`src/rtl/safe_pkg.sv`:
```
// rtl/safe_pkg.sv - shared token, keypad FSM types and keypad key map
package safe_pkg;

    // Tokens understood by the safe controller's data_in input.
    typedef enum logic [3:0] {
        KEY_0       = 4'd0,
        KEY_1       = 4'd1,
        KEY_2       = 4'd2,
        KEY_3       = 4'd3,
        KEY_4       = 4'd4,
        KEY_5       = 4'd5,
        KEY_6       = 4'd6,
        KEY_7       = 4'd7,
        KEY_8       = 4'd8,
        KEY_9       = 4'd9,
        KEY_CLEAR   = 4'd10,
        KEY_OK      = 4'd11,
        DOOR_SEALED = 4'd12
    } data_in;

    typedef enum logic [1:0] {
        SCAN,
        DEBOUNCE,
        EMIT,
        RELEASE
    } kp_state_t;

    localparam int KP_ROWS = 4;
    localparam int KP_COLS = 3;

    // [row][col]; col 0 is col_i[0].
    localparam data_in KP_MAP [KP_ROWS][KP_COLS] = '{
        '{KEY_1,     KEY_2, KEY_3 },
        '{KEY_4,     KEY_5, KEY_6 },
        '{KEY_7,     KEY_8, KEY_9 },
        '{KEY_CLEAR, KEY_0, KEY_OK}
    };

    // Active-low column pattern seen when only column idx is pressed.
    function automatic logic [2:0] col_pattern(input logic [1:0] idx);
        return ~(3'b001 << idx);
    endfunction

endpackage

```
`src/rtl/safe_debounce.sv`:
```
// rtl/safe_debounce.sv - 2-flop synchroniser followed by a stable-count filter
// Ports: clk_i, rst_ni (sync, active-low), d_i (asynchronous input),
//        q_o (filtered level; follows d_i after DEBOUNCE_CYC stable cycles, resets to 0)
module safe_debounce #(
    parameter int DEBOUNCE_CYC = 20000
) (
    input  logic clk_i,
    input  logic rst_ni,
    input  logic d_i,
    output logic q_o
);

    localparam int CW = $clog2(DEBOUNCE_CYC) + 1;
    localparam logic [CW-1:0] LAST = CW'(DEBOUNCE_CYC - 1);

    logic          meta_q, sync_q;
    logic          q_q, q_d;
    logic [CW-1:0] cnt_q, cnt_d;

    // The counter only runs while the synced input disagrees with the output
    // and stops at LAST, so it can never wrap.
    always_comb begin
        q_d   = q_q;
        cnt_d = '0;
        if (sync_q != q_q) begin
            if (cnt_q == LAST) begin
                q_d = sync_q;
            end else begin
                cnt_d = cnt_q + 1'b1;
            end
        end
    end

    always_ff @(posedge clk_i) begin
        if (!rst_ni) begin
            meta_q <= 1'b0;
            sync_q <= 1'b0;
            q_q    <= 1'b0;
            cnt_q  <= '0;
        end else begin
            meta_q <= d_i;
            sync_q <= meta_q;
            q_q    <= q_d;
            cnt_q  <= cnt_d;
        end
    end

    assign q_o = q_q;

endmodule

```
`src/rtl/safe_keypad_encoder.sv`:
```
// rtl/safe_keypad_encoder.sv - 4x3 keypad scanner emitting one data_in token per press
// Ports: clk_i, rst_ni (sync, active-low); row_o one-hot active-low row drive;
//        col_i active-low asynchronous columns; door_closed_i door sensor;
//        key_o/key_valid_o/key_ready_i token handshake; overrun_o dropped-token pulse.
// Option: define SAFE_KEYPAD_DOOR_EN to debounce door_closed_i and emit DOOR_SEALED
//         on each closing edge; otherwise door_closed_i is ignored.
import safe_pkg::*;

module safe_keypad_encoder #(
    parameter int SCAN_DIV     = 1000,
    parameter int DEBOUNCE_CYC = 20000
) (
    input  logic       clk_i,
    input  logic       rst_ni,
    output logic [3:0] row_o,
    input  logic [2:0] col_i,
    input  logic       door_closed_i,
    output data_in     key_o,
    output logic       key_valid_o,
    input  logic       key_ready_i,
    output logic       overrun_o
);

    localparam int CNT_MAX = (SCAN_DIV > DEBOUNCE_CYC) ? SCAN_DIV : DEBOUNCE_CYC;
    localparam int CW      = $clog2(CNT_MAX) + 1;
    localparam logic [CW-1:0] SCAN_LAST = CW'(SCAN_DIV - 1);
    localparam logic [CW-1:0] DB_LAST   = CW'(DEBOUNCE_CYC - 1);

    kp_state_t     state_q, state_d;
    logic [1:0]    row_q, row_d;
    logic [1:0]    colidx_q, colidx_d;
    logic [CW-1:0] cnt_q, cnt_d, cnt_inc;
    logic [2:0]    col_meta_q, col_sync_q;
    data_in        key_q, key_d;
    logic          valid_q, valid_d;
    logic          overrun_q, overrun_d;
    logic          hit;
    logic [1:0]    hit_col;

    assign cnt_inc = (cnt_q == '1) ? cnt_q : cnt_q + 1'b1;

`ifdef SAFE_KEYPAD_DOOR_EN
    logic door_db, door_db_q, door_rise;
    logic door_pend_q, door_pend_d;

    safe_debounce #(
        .DEBOUNCE_CYC(DEBOUNCE_CYC)
    ) u_door_db (
        .clk_i (clk_i),
        .rst_ni(rst_ni),
        .d_i   (door_closed_i),
        .q_o   (door_db)
    );

    assign door_rise = door_db && !door_db_q;
`else
    logic unused_door;
    assign unused_door = door_closed_i;
`endif

    // Single-column press decode; zero or multiple low columns are not a hit.
    always_comb begin
        hit     = 1'b0;
        hit_col = 2'd0;
        case (col_sync_q)
            3'b110:  begin hit = 1'b1; hit_col = 2'd0; end
            3'b101:  begin hit = 1'b1; hit_col = 2'd1; end
            3'b011:  begin hit = 1'b1; hit_col = 2'd2; end
            default: ;
        endcase
    end

    always_comb begin
        state_d   = state_q;
        row_d     = row_q;
        colidx_d  = colidx_q;
        cnt_d     = cnt_q;
        key_d     = key_q;
        valid_d   = valid_q;
        overrun_d = 1'b0;

        if (valid_q && key_ready_i) begin
            valid_d = 1'b0;
        end

        case (state_q)
            SCAN: begin
                if (cnt_q == SCAN_LAST) begin
                    cnt_d = '0;
                    if (hit) begin
                        state_d  = DEBOUNCE;
                        colidx_d = hit_col;
                    end else begin
                        row_d = row_q + 2'd1;
                    end
                end else begin
                    cnt_d = cnt_inc;
                end
            end
            DEBOUNCE: begin
                if (col_sync_q != col_pattern(colidx_q)) begin
                    state_d = SCAN;
                    row_d   = row_q + 2'd1;
                    cnt_d   = '0;
                end else if (cnt_q == DB_LAST) begin
                    state_d = EMIT;
                    cnt_d   = '0;
                end else begin
                    cnt_d = cnt_inc;
                end
            end
            EMIT: begin
                state_d = RELEASE;
                cnt_d   = '0;
                // A handshake this cycle frees the slot in time for the new token.
                if (!valid_q || key_ready_i) begin
                    key_d   = KP_MAP[row_q][colidx_q];
                    valid_d = 1'b1;
                end else begin
                    overrun_d = 1'b1;
                end
            end
            RELEASE: begin
                if (col_sync_q != 3'b111) begin
                    cnt_d = '0;
                end else if (cnt_q == DB_LAST) begin
                    state_d = SCAN;
                    row_d   = row_q + 2'd1;
                    cnt_d   = '0;
                end else begin
                    cnt_d = cnt_inc;
                end
            end
            default: begin
                state_d = SCAN;
                cnt_d   = '0;
            end
        endcase

`ifdef SAFE_KEYPAD_DOOR_EN
        // Keypad tokens load only in EMIT, so excluding EMIT gives the keypad priority.
        door_pend_d = door_pend_q || door_rise;
        if (door_pend_q && (state_q != EMIT) && (!valid_q || key_ready_i)) begin
            key_d       = DOOR_SEALED;
            valid_d     = 1'b1;
            door_pend_d = door_rise;
        end
`endif
    end

    always_ff @(posedge clk_i) begin
        if (!rst_ni) begin
            state_q    <= SCAN;
            row_q      <= 2'd0;
            colidx_q   <= 2'd0;
            cnt_q      <= '0;
            col_meta_q <= 3'b111;
            col_sync_q <= 3'b111;
            key_q      <= KEY_0;
            valid_q    <= 1'b0;
            overrun_q  <= 1'b0;
        end else begin
            state_q    <= state_d;
            row_q      <= row_d;
            colidx_q   <= colidx_d;
            cnt_q      <= cnt_d;
            col_meta_q <= col_i;
            col_sync_q <= col_meta_q;
            key_q      <= key_d;
            valid_q    <= valid_d;
            overrun_q  <= overrun_d;
        end
    end

`ifdef SAFE_KEYPAD_DOOR_EN
    always_ff @(posedge clk_i) begin
        if (!rst_ni) begin
            door_db_q   <= 1'b0;
            door_pend_q <= 1'b0;
        end else begin
            door_db_q   <= door_db;
            door_pend_q <= door_pend_d;
        end
    end
`endif

    assign row_o       = ~(4'b0001 << row_q);
    assign key_o       = key_q;
    assign key_valid_o = valid_q;
    assign overrun_o   = overrun_q;

endmodule

```
`config.mk`:
```
export PLATFORM = sky130hd
export DESIGN_NAME = safe_keypad_encoder
export DESIGN_NICKNAME = d
export VERILOG_FILES = /design/src/rtl/safe_pkg.sv /design/src/rtl/safe_debounce.sv /design/src/rtl/safe_keypad_encoder.sv
export SDC_FILE = /design/constraint.sdc
export NUM_CORES = 1
export LEC_CHECK = 0
export BUFFER_PORTS_ARGS = -buffer_cell sky130_fd_sc_hd__buf_4
export CORE_ASPECT_RATIO = 0.9
export CORE_UTILIZATION = 35
export CTS_CLUSTER_SIZE = 28
export DETAILED_ROUTE_END_ITERATION = 16
export HOLD_SLACK_MARGIN = 0.15
export SETUP_SLACK_MARGIN = 0.3
export SYNTH_ARGS = -nofsm -noshare
export SYNTH_HDL_FRONTEND = slang
export SYNTH_SLANG_ARGS = --single-unit
export TNS_END_PERCENT = 20
```
`constraint.sdc`:
```
create_clock -name clk_i -period 3.1 [get_ports clk_i]
set_input_delay 0.155 -clock clk_i [delete_from_list [all_inputs] [get_ports clk_i]]
set_output_delay 0.155 -clock clk_i [all_outputs]
set_load 0.03 [all_outputs]
```
==> results.json, run 1 <==
{
  "placedCellCount": 289,
  "met3WireLength_um": 125,
  "nets": 250,
  "overflow": 0,
  "drcViolationCount": 0,
  "vias_per_cell": 5.21,
  "synth_top_flop_cell": "dfxtp_1",
  "clkPwrFrac_pct": 38.2,
  "dieHeight_um": 69.7,
  "antenna_found_initial": 0,
  "cts_tree": "built",
  "clk_pin_slew_worst_paths_ps": 70,
  "wirelength_um": 3620,
  "p_sw_mw": 0.174,
  "grt_max_degree": 17,
  "startpoint": "cnt_q[4]$_SDFF_PN0_",
  "hold_viol": 0,
  "syn_nets": 229,
  "syn-instance-count": 217,
  "post-route-util_pct": 43.0,
  "avgSynthCellArea_um2": 8.21,
  "worst_setup_path_start_kind": "flip-flop",
  "initial_utilization_pct": 36.6,
  "io_buffers": 15,
  "cp_slowest_cell": "or4_4",
  "yosys_warnings": 0,
  "drive_gt1_share_pct": 10.5,
  "min_path_cells": 3,
  "finalSetupTns_ps": 0,
  "syn-cell-area_um2": 1780,
  "p_comb_share_pct": 4.8,
  "leakage_nw": 0.761,
  "cell_internal_pwr_mw": 0.618,
  "dr.pass1.iters": 4,
  "fin_total_pwr_mw": 0.792,
  "fill_cells": 508,
  "clock_path_buffers": 2,
  "dpl_cell_area_um2": 1940,
  "crit_required_ps": 3260,
  "numClockSinks": 34,
  "max_stage_delay_ps": 540,
  "grt_setup_unrepaired": "false",
  "timing.final.crit_share_pct": 68.0,
  "ys_seq_elements": 34,
  "hold_start": "key_ready_i",
  "grt_usage_pct": 14.9,
  "yosys.cell_types.count": 41,
  "worst-path-buf-inv": 0,
  "cp-end-kind": "flip-flop",
  "r2r-start": "cnt_q[4]$_SDFF_PN0_",
  "status": "complete, no violations",
  "core-area_um2": 4860,
  "rows": 24,
  "post-route-min-period_ps": 2110,
  "top_layer": "met4",
  "ys_top_cells_by_area": "dfxtp_1, nor2_1, xnor2_1",
  "h-tree-depth": 2,
  "die_w_um": 77.2,
  "synth-edff-count": 0,
  "powerDensity_nw_per_um2": 379,
  "grt_pass1_wl_um": 6490,
  "reg2reg_depth": 5,
  "ant_nets": 0,
  "crit_path_cell_trace": "or4_1 > or4_4 > nand3_1 > o21a_2 > nor3_1",
  "setup_viol": 0,
  "final_max_slew_viol_count": 0,
  "synth_top_area_share_pct": 38.2,
  "final_area_um2": 2090,
  "gp_congestion": 0.841,
  "hold_path_class": "in -> reg",
  "wl_met1_um": 1960,
  "grt_pass1_vias": 1421,
  "hold_end": "overrun_o$_SDFF_PN0_",
  "vias": 1578,
  "dp_hpwl_um": 2540,
  "fin_skew_ps": 6.53,
  "synth_area_leader_cell": "dfxtp_1",
  "wl_per_cell_um": 12.0,
  "clk_latency_ps": 280,
  "relSlewSlack_pct": 65.1,
  "seqPwrFrac_pct": 57.0,
  "n_antenna_cell": 0,
  "cts_root_buffer": "clkbuf_8",
  "ff2ff_setup_slack_ps": 990,
  "cts_inserted_buffers": 5,
  "max_freq_ghz": 0.475,
  "worst_slew_pin_slew_ps": 510,
  "async_flop_share_pct": 0,
  "ys_seq_area_share_pct": 38.2,
  "critPathTopFamily": "simple AND/OR/NAND/NOR gates",
  "finalNonFillerCells": 303,
  "ir_worst_vdd_uv": 175,
  "switching_share_pct": 22.0,
  "drv_cap": 0,
  "die_area_um2": 5380,
  "dr_wl_met2_um": 1470,
  "r2r-end": "cnt_q[14]$_SDFF_PN0_",
  "crit_fanout": 16,
  "pin_count": 17,
  "crit_type": "reg -> reg",
  "arrival_ps": 2270,
  "drt_iter0_drc": 97,
  "area_delta_synth_final_pct": 17.3
}
[power by group through the flow]
stage | clock network, mW | logic (mW) | registers [mW]
finish | 0.302 | 0.0383 | 0.451
global route | 0.326 | 0.0437 | 0.452
CTS | 0.311 | 0.0385 | 0.451
detailed placement | 0 | 0.0316 | 0.461
global placement | 0 | 0.0309 | 0.461
floorplan | 0 | 0.0248 | 0.457
[what timing repair did]
action                    4_1_cts  5_1_grt
buffers inserted                0        0
hold endpoints to repair        5        0
hold buffers                    7        0
resized for setup               0        0
[tightest hold or removal path: cells and delay by family]
kind | cells | cell delay [ps]
simple gates | 2 | 190
buf+inv | 1 | 70
[cells in the mapped netlist, drive strengths merged (2+ instances only)]
cell / instances
dfxtp: 34
nor2: 23
nand2: 18
nand3: 13
inv: 12
a21oi: 11
a211oi: 10
nand2b: 9
nor3: 9
xnor2: 9
nor4: 8
clkbuf: 6
mux2i: 6
ha: 5
or4: 5
a2111oi: 3
buf: 3
nand4: 3
nor2b: 3
o21a: 3
o21ai: 3
or3: 3
a31oi: 2
and3: 2
nand4bb: 2
xor2: 2
[logic make-up after synthesis]
kind of cell	count (synthesis)	share of synthesized area [%]
AO/OA/AOI/OAI	37	14.2
AND/OR/NAND/NOR	103	30.6
multiplexers	6	3.37
adder cells (fa/ha/maj)	5	3.51
XOR/XNOR	11	5.41
buffers and inverters	21	4.70
flip-flops	34	38.2
[how the worst max path moves through the flow]
stage                                 to  slack (ps)  cells past startpoint
floorplan            cnt_q[0]$_SDFF_PN0_        1150                      6
global placement    cnt_q[14]$_SDFF_PN0_        1000                      5
detailed placement  cnt_q[14]$_SDFF_PN0_        1000                      5
CTS                 cnt_q[14]$_SDFF_PN0_         990                      5
global route         cnt_q[6]$_SDFF_PN0_         840                      5
finish              cnt_q[14]$_SDFF_PN0_         990                      5
[per-stage QoR]
stage | hold WS (ps) | setup slack, ps
floorplan | 228 | 1150
finish | 188 | 993
CTS | 182 | 989
detailed placement | 341 | 997
global route | 217 | 840
global placement | 336 | 1000
[layer usage]
layer / global-route usage (%) / vias up
li1: - / 818
met1: 20.8 / 723
met2: 21.9 / 31
met3: 3.55 / 6
met4: 5.66 / 0
met5: 0 / -
[layout by cell type, fill, tap and decap left out, types with 4 or more instances in the layout]
master         synthesis  final
nand2b_1               9      9
inv_1                 12     12
buf_4                  1     16
nor3_1                 9      9
nor2_1                23     23
dlygate4sd3_1          0      7
or4_1                  4      4
dfxtp_1               34     34
a211oi_1              10     10
clkbuf_8               0      5
ha_1                   5      5
nand3_1               13     13
a21oi_1               11     11
nor4_1                 7      7
xnor2_1                9      9
mux2i_1                6      6
nand2_1               18     18
[final cells by class]
cell class / instances / area (um2) / share of cell area [%]
timing repair buffer: 23 / 190 / 9.10
multi-input combinational: 162 / 1020 / 48.7
inverter: 12 / 45.0 / 2.15
sequential: 34 / 681 / 32.6
tap: 65 / 81.3 / 3.89
clock buffer: 7 / 76.3 / 3.65
[state kept, by name, indices dropped and copies added (netlist names), named ones only]
signal	count
state_q	1
row_q	2
key_valid_o	1
col_meta_q	3
key_o	4
cnt_q	16
colidx_q	2
col_sync_q	3
overrun_o	1
No activity file was read; power rests on OpenSTA's default activity.
==> run 2: changes to the inputs <==
Clock period 3.1 ns to 2 ns, I/O delays scaled along.
==> run 2 against run 1 <==
Combinational power up 92%. Sequential power up 55%. Final cell count is 6.3% higher.
==> results.json, run 2 (synthesized netlist as in run 1, its figures left out) <==
{
  "worst_setup_path_start_kind": "flip-flop",
  "die_w_um": 77.2,
  "relSlewSlack_pct": 64.7,
  "hold_end": "col_sync_q[2]$_SDFF_PN1_",
  "cp-end-kind": "flip-flop",
  "final_max_slew_viol_count": 0,
  "powerDensity_nw_per_um2": 555,
  "top_register": "cnt_q",
  "min_path_cells": 1,
  "hold_path_class": "reg -> reg",
  "cts_root_buffer": "clkbuf_8",
  "r2r-start": "cnt_q[13]$_SDFF_PN0_",
  "dp_hpwl_um": 2700,
  "reg2reg_depth": 5,
  "grt_max_degree": 16,
  "grt_usage_pct": 16.4,
  "die_area_um2": 5380,
  "antenna_found_initial": 0,
  "fin_skew_ps": 6.25,
  "cts_inserted_buffers": 5,
  "wl_per_cell_um": 12.7,
  "gp_congestion": 0.782,
  "critPathTopFamily": "simple AND/OR/NAND/NOR gates",
  "drt_iter0_drc": 84,
  "core-area_um2": 4860,
  "cp.depth": 5,
  "drcViolationCount": 0,
  "fill_cells": 494,
  "overflow": 0,
  "crit_type": "reg -> reg",
  "worst_slew_pin_slew_ps": 516,
  "placedCellCount": 299,
  "grt_setup_unrepaired": "true",
  "drive_gt1_share_pct": 24.1,
  "max_stage_delay_ps": 580,
  "h-tree-depth": 2,
  "crit_required_ps": 2170,
  "final_common_cell": "buf_4",
  "crit_fanout": 4,
  "rows": 24,
  "largest_reg_flops": 16,
  "vias_per_cell": 5.22,
  "fin_total_pwr_mw": 1.31,
  "hold_viol": 0,
  "grt_pass1_vias": 1504,
  "r2r-end": "row_q[0]$_SDFFE_PN0P_",
  "dieHeight_um": 69.7,
  "clock_path_buffers": 2,
  "cts_tree": "built",
  "io_buffers": 15,
  "arrival_ps": 2040,
  "ir_worst_vdd_uv": 332,
  "leakage_nw": 0.877,
  "timing.final.crit_share_pct": 93.6,
  "hold_start": "col_meta_q[2]$_SDFF_PN1_",
  "pin_count": 17,
  "nets": 268,
  "wirelength_um": 4090,
  "finalNonFillerCells": 322,
  "worst-path-buf-inv": 0,
  "drv_cap": 0,
  "crit_path_cell_trace": "or3_4 > or4_4 > nor4_4 > a211oi_2 > mux2i_1",
  "most-common-layout-cells": "buf_4, dfxtp_1, nor2_1",
  "status": "complete, no violations",
  "setup_viol": 0,
  "ff2ff_setup_slack_ps": 130,
  "clk_pin_slew_worst_paths_ps": 70,
  "vias": 1682,
  "numClockSinks": 34,
  "n_antenna_cell": 0,
  "initial_utilization_pct": 36.6,
  "area_delta_synth_final_pct": 32.2,
  "clk_latency_ps": 290,
  "ant_nets": 0,
  "finalSetupTns_ps": 0,
  "post-route-min-period_ps": 1870,
  "dr.pass1.iters": 4,
  "cp_slowest_cell": "or4_4",
  "grt_pass1_wl_um": 6930,
  "max_freq_ghz": 0.534
}
[run 2: area by class of cell]
cell class                      count  area (um2)  area share, %
Clock inverter                      2        12.5          0.531
Tap cell                           65        81.3           3.45
Sequential cell                    34         693           29.4
Inverter                           12        45.0           1.91
Clock buffer                        6        82.6           3.51
Timing Repair Buffer               40         320           13.6
Multi-Input combinational cell    163        1120           47.6
[run 2: stage by stage]
stage	setup slack (ps)	util (%)	hold WS, ps	area (um2)
after floorplan	219	-	173	1830
after detailed placement	73.6	42.5	287	2070
after CTS	137	47.7	413	2320
final	128	48.4	411	2360
after global placement	109	42.5	281	2070
after global routing	20.0	48.4	425	2360
[run 2: worst max-delay path by stage]
stage / from / end / slack (ps)
floorplan: cnt_q[11]$_SDFF_PN0_ / cnt_q[4]$_SDFF_PN0_ / 220
global placement: cnt_q[0]$_SDFF_PN0_ / cnt_q[14]$_SDFF_PN0_ / 110
detailed placement: cnt_q[0]$_SDFF_PN0_ / cnt_q[14]$_SDFF_PN0_ / 70
CTS: cnt_q[13]$_SDFF_PN0_ / row_q[0]$_SDFFE_PN0P_ / 140
global route: cnt_q[13]$_SDFF_PN0_ / colidx_q[1]$_SDFFE_PN0P_ / 20
finish: cnt_q[13]$_SDFF_PN0_ / row_q[0]$_SDFFE_PN0P_ / 130
[run 2: routing by layer]
layer	share of wire (%)	track usage, %
met5	0	0
met1	53	23.8
met2	40	22.6
met4	2.3	7.55
met3	4.8	3.95
[run 2: repair_timing]
| action | CTS | global route |
|---|---|---|
| setup buffers | 4 | 2 |
| gates resized for setup | 9 | 4 |
| setup endpoints to repair | 22 | 24 |
| pin swaps | 2 | 2 |
| hold endpoints to repair | 9 | 0 |
| cloned | 1 | 0 |
| hold buffers | 8 | 0 |
[run 2: worst reg2reg max path, cell delays in order (launching register included)]
cell and delay, ps:
dfxtp_4 340, or3_4 410, or4_4 580, nor4_4 180, a211oi_2 100, mux2i_1 140
[run 2: where the power goes]
part           total (mW)  internal (mW)  switching (mW)
combinational      0.0736         0.0390          0.0346
clock               0.535          0.276           0.258
sequential          0.699          0.686          0.0133
